$ cat config.mk
export PLATFORM = sky130hd
export DESIGN_NAME = uart_tx_arbiter
export DESIGN_NICKNAME = d
export VERILOG_FILES = /design/src/rtl/uart_tx_arbiter.sv
export SDC_FILE = /design/constraint.sdc
export NUM_CORES = 1
export LEC_CHECK = 0
export CAP_MARGIN = 0
export CELL_PAD_IN_SITES_DETAIL_PLACEMENT = 1
export CELL_PAD_IN_SITES_GLOBAL_PLACEMENT = 1
export CORE_MARGIN = 4
export CORE_UTILIZATION = 31
export CTS_CLUSTER_DIAMETER = 150
export DETAILED_ROUTE_END_ITERATION = 6
export GPL_ROUTABILITY_DRIVEN = 1
export MAX_ROUTING_LAYER = met4
export PLACE_DENSITY_LB_ADDON = 0.1
export SYNTH_ARGS = -nofsm -noshare
export SYNTH_HDL_FRONTEND = slang
export SYNTH_SLANG_ARGS = --single-unit
$ cat constraint.sdc
create_clock -name clock -period 1.83 [get_ports clock]
set_input_delay 0.366 -clock clock [delete_from_list [all_inputs] [get_ports clock]]
set_output_delay 0.366 -clock clock [all_outputs]
set_load 0.02 [all_outputs]
$ cat src/rtl/uart_tx_arbiter.sv
// Round-robin arbiter sharing one uart_tx among NUM_REQ byte-stream requesters.
// Grants are locked per packet; cork pauses at byte boundaries; MAX_PACKET caps a grant.
module uart_tx_arbiter #(
  parameter int NUM_REQ    = 4,
  parameter int MAX_PACKET = 64
) (
  input  logic                 clock,
  input  logic                 reset,
  input  logic [NUM_REQ-1:0]   req_valid_i,
  input  logic [8*NUM_REQ-1:0] req_data_i,
  input  logic [NUM_REQ-1:0]   req_last_i,
  output logic [NUM_REQ-1:0]   req_ready_o,
  input  logic                 cork_i,
  output logic                 tx_write_o,
  output logic [7:0]           tx_data_o,
  input  logic                 tx_busy_i,
  output logic [NUM_REQ-1:0]   grant_o,
  output logic                 overrun_o
);

  localparam int IW = $clog2(NUM_REQ);
  localparam int CW = (MAX_PACKET > 0) ? $clog2(MAX_PACKET + 1) : 1;
  localparam logic [CW-1:0] LIMIT = CW'(MAX_PACKET);

  typedef enum logic [1:0] {
    IDLE,
    SEND,
    WRITE,
    GAP
  } state_t;

  state_t       state, state_d;
  logic [IW-1:0] owner, owner_d;
  logic [IW-1:0] rr_last, rr_last_d;
  logic [NUM_REQ-1:0] grant_d;
  logic [CW-1:0] count, count_d;
  logic [7:0]    data_d;
  logic          pkt_last, pkt_last_d;

  logic [IW-1:0] pick;
  logic [IW-1:0] cand;
  logic          found;
  logic          can_accept;
  logic          limit_hit;

  // Search starts just after the previous owner so it gets lowest priority next.
  always_comb begin
    pick  = '0;
    cand  = '0;
    found = 1'b0;
    for (int unsigned k = 1; k <= NUM_REQ; k++) begin
      cand = IW'((32'(rr_last) + k) % NUM_REQ);
      if (!found && req_valid_i[cand]) begin
        pick  = cand;
        found = 1'b1;
      end
    end
  end

  assign can_accept = !tx_busy_i && !cork_i;
  assign limit_hit  = (MAX_PACKET != 0) && (count == LIMIT);

  always_comb begin
    state_d     = state;
    owner_d     = owner;
    rr_last_d   = rr_last;
    grant_d     = grant_o;
    count_d     = count;
    data_d      = tx_data_o;
    pkt_last_d  = pkt_last;
    req_ready_o = '0;
    tx_write_o  = 1'b0;
    overrun_o   = 1'b0;

    case (state)
      IDLE: begin
        if (found && !cork_i) begin
          owner_d       = pick;
          grant_d       = '0;
          grant_d[pick] = 1'b1;
          count_d       = '0;
          state_d       = SEND;
        end
      end

      SEND: begin
        req_ready_o[owner] = can_accept;
        if (can_accept && req_valid_i[owner]) begin
          data_d     = req_data_i[8*owner +: 8];
          pkt_last_d = req_last_i[owner];
          count_d    = (count == '1) ? count : count + 1'b1;
          state_d    = WRITE;
        end
      end

      WRITE: begin
        tx_write_o = 1'b1;
        state_d    = GAP;
      end

      GAP: begin
        if (pkt_last || limit_hit) begin
          rr_last_d = owner;
          grant_d   = '0;
          overrun_o = !pkt_last;
          state_d   = IDLE;
        end else begin
          state_d = SEND;
        end
      end

      default: state_d = IDLE;
    endcase
  end

  always_ff @(posedge clock or posedge reset) begin
    if (reset) begin
      state     <= IDLE;
      owner     <= '0;
      rr_last   <= IW'(NUM_REQ - 1);
      grant_o   <= '0;
      count     <= '0;
      tx_data_o <= '0;
      pkt_last  <= 1'b0;
    end else begin
      state     <= state_d;
      owner     <= owner_d;
      rr_last   <= rr_last_d;
      grant_o   <= grant_d;
      count     <= count_d;
      tx_data_o <= data_d;
      pkt_last  <= pkt_last_d;
    end
  end

endmodule
==> results.json, run 1 <==
{
  "outcome": "finished, final reports clean",
  "rows": 27,
  "n_antenna_cell": 0,
  "synth_seq_area_share_pct": 37.5,
  "grt_pass1_wl_um": 9720,
  "cp_cell_sequence": "buf_4, ha_2, nor2b_2, and2_4, buf_6",
  "power.leakage_nw": 1.29,
  "antenna_found_initial": 0,
  "min_period_over_period_pct": 99.3,
  "critPathLaunch": "state[1]",
  "crit_buf_inv": 2,
  "pwr_density_cell_nw_per_um2": 1460,
  "cp_num_cells": 5,
  "crit_family": "flip-flops",
  "grt_usage_pct": 17.8,
  "h-tree-depth": 1,
  "syn_inst": 156,
  "yosys.area.top_type": "dfrtp_1",
  "grt_pass1_vias": 1889,
  "yosysWarnings": 0,
  "clk_pin_slew_ns": 0.10,
  "rsz0062_at_grt": "true",
  "hold_viol_final": 0,
  "period_minus_slack_ns": 1.82,
  "io_pins": 62,
  "grt_max_degree": 27,
  "numCtsBuffers": 3,
  "core_area_um2": 5470,
  "port_buffers": 61,
  "drive_gt1_share_pct": 42.9,
  "die-height_um": 82.9,
  "reg2reg_slack_ns": 0.02,
  "ir_drop_uv": 580,
  "worstReg2RegStart": "state[1]",
  "clockBufferDepth": 2,
  "r2r_end": "count[4]",
  "grt_use_met1_pct": 20.2,
  "slew_violations": 0,
  "global_route.usage.met2_pct": 32.1,
  "gr-total-overflow": 0,
  "drtIter0Drc": 40,
  "hpwl_um": 4460,
  "use_met3_pct": 3.67,
  "finalClockSkew_ns": 0.00861,
  "power_mw": 4.47,
  "routedWlPerCell_um": 18.3,
  "gr-max-usage-layer": "met2",
  "cts_sinks": 26,
  "hold_path.class": "in2async",
  "crit_fanout": 3,
  "routed-via-count": 1744,
  "cp.arrival_ns": 1.45,
  "die_area_um2": 6880,
  "maxCapViolCount": 0,
  "die_x_um": 82.9,
  "setup_violations": 0,
  "ant_nets": 0,
  "drc": 0,
  "reg2reg_depth": 7,
  "syn2layout_area_growth_pct": 76.3,
  "path_class": "reg2out",
  "syn_nets": 207,
  "synth_area_leaders": "dfrtp_1 (35%), mux4_2 (12%), mux2_2 (7.1%)",
  "worst_slew_pin_slew_ns": 0.405,
  "placed_cells": 327,
  "final_area_um2": 3070,
  "gp_congestion": 0.814,
  "instances_no_fill": 338,
  "yosysTopAreaCellShare_pct": 34.5,
  "start_util_pct": 31.8,
  "placed_cell_area_um2": 2760,
  "start_kind": "flop",
  "ctsHoldBuffers": 0,
  "cts_root_buf": "clkbuf_8",
  "worst_slew_margin_rel_pct": 72.7,
  "synth_edf_count": 0,
  "cpMaxStageDelayCell": "dfrtp_1",
  "nNetsFinal": 318,
  "required_ns": 1.46,
  "crit_path_end_kind": "output port",
  "tns_ns": 0,
  "ys_ff_latch": 26,
  "synthDistinctLibCells": 43,
  "viasPerCell": 5.16,
  "syn-cell-area_um2": 1740,
  "cts_tree": "yes",
  "synth_ff_type": "dfrtp_1",
  "final_util_pct": 56.1,
  "endpoint": "overrun_o",
  "syn_area_per_cell_um2": 11.2,
  "clkLatencyLatePin_ns": 0.29,
  "async_reset_ff_share_pct": 100,
  "max_freq_ghz": 0.550,
  "slowest_delay_ns": 0.42,
  "wl_um": 6180,
  "firstDrtPassIters": 4
}
-- how the worst min path moves through the flow --
| stage | from | endpoint | slack [ns] | depth (start not counted) |
|---|---|---|---|---|
| 2_1_floorplan | reset | count[0] | 0.40 | 1 |
| 3_3_place_gp | grant_o[2] | grant_o[2] | 0.48 | 1 |
| 6_report | reset | pkt_last | 0.48 | 3 |
| 4_1_cts | reset | pkt_last | 0.46 | 3 |
| 5_1_grt | reset | pkt_last | 0.52 | 3 |
| 3_5_place_dp | grant_o[1] | grant_o[1] | 0.49 | 1 |
-- worst min-delay path, cell delays in order --
cell	delay [ns]
clkdlybuf4s50_1	0.43
inv_1	0.06
buf_4	0.33
-- synthesized netlist by cell type, types with 4 or more instances --
master / number
dfrtp_1: 24
ha_1: 7
inv_1: 9
mux2_2: 11
mux2i_1: 9
mux4_2: 9
nand2_1: 11
nand2b_1: 9
nand3_1: 7
nor2_1: 7
nor4_1: 4
o21ai_0: 6
-- repair_timing --
item / 4_1_cts / 5_1_grt
setup endpoints to repair: 24 / 28
resized for setup: 47 / 22
gates cloned: 0 / 0
pin swaps: 6 / 7
setup buffers: 1 / 6
-- cell usage in the layout (no fill, tap or decap), types with 3 or more instances in the layout --
cell and instances:
ha_1 3, o211ai_1 3, o21ai_0 6, ha_4 3
mux2i_1 8, mux2_2 11, inv_1 6, nand2_1 11
nand2b_1 7, buf_4 48, buf_6 3, and4_1 3
clkbuf_8 3, nor4_4 4, mux4_2 9, nand3_1 7
dfrtp_1 22, buf_2 4, nor2_1 6, dlygate4sd2_1 4
clkdlybuf4s50_1 49
-- state kept, by name, indices dropped and copies added, names as in the netlist --
register	cells
state	2
owner	2
pkt_last	1
rr_last	2
count	7
tx_data_o	8
grant_o	4
-- stage by stage --
step / hold slack [ns] / setup slack, ns
after detailed placement: 0.485 / -0.444
after global placement: 0.481 / -0.396
after floorplan: 0.405 / 0.0757
final: 0.478 / 0.0131
after CTS: 0.462 / -0.0497
after global routing: 0.521 / -0.0762
-- layer usage --
layer,vias up,wire length (um)
met2,37,3450
met3,5,197
met1,892,2480
met4,0,58
met5,-,0
li1,810,-
-- cells by family after synthesis --
family                     share of synthesized area [%]
DFF                                                 37.5
buffers and inverters                               3.74
adders and majority gates                           5.03
and+or+nand+nor                                     18.0
AOI/OAI and AO/OA                                   11.7
muxes                                               23.9
-- power breakdown --
part	internal, mW	switching [mW]
combinational	1.56	1.35
sequential	0.847	0.212
clock	0.294	0.208
-- layout make-up --
cell class / count / area (um^2)
clock buffer: 3 / 41.3
clock inverter: 1 / 30.0
fill: 601 / 2400
inverter: 9 / 37.5
multi-input combinational: 115 / 1220
sequential: 26 / 656
tap: 72 / 90.1
timing repair buffer: 112 / 990
No activity file was read; power rests on OpenSTA's default activity.
==> run 2, diff against run 1 <==
- CAP_MARGIN: 0 -> 40
==> results of run 2 <==
The final DEF is identical to that of run 1; final timing and power are the same.
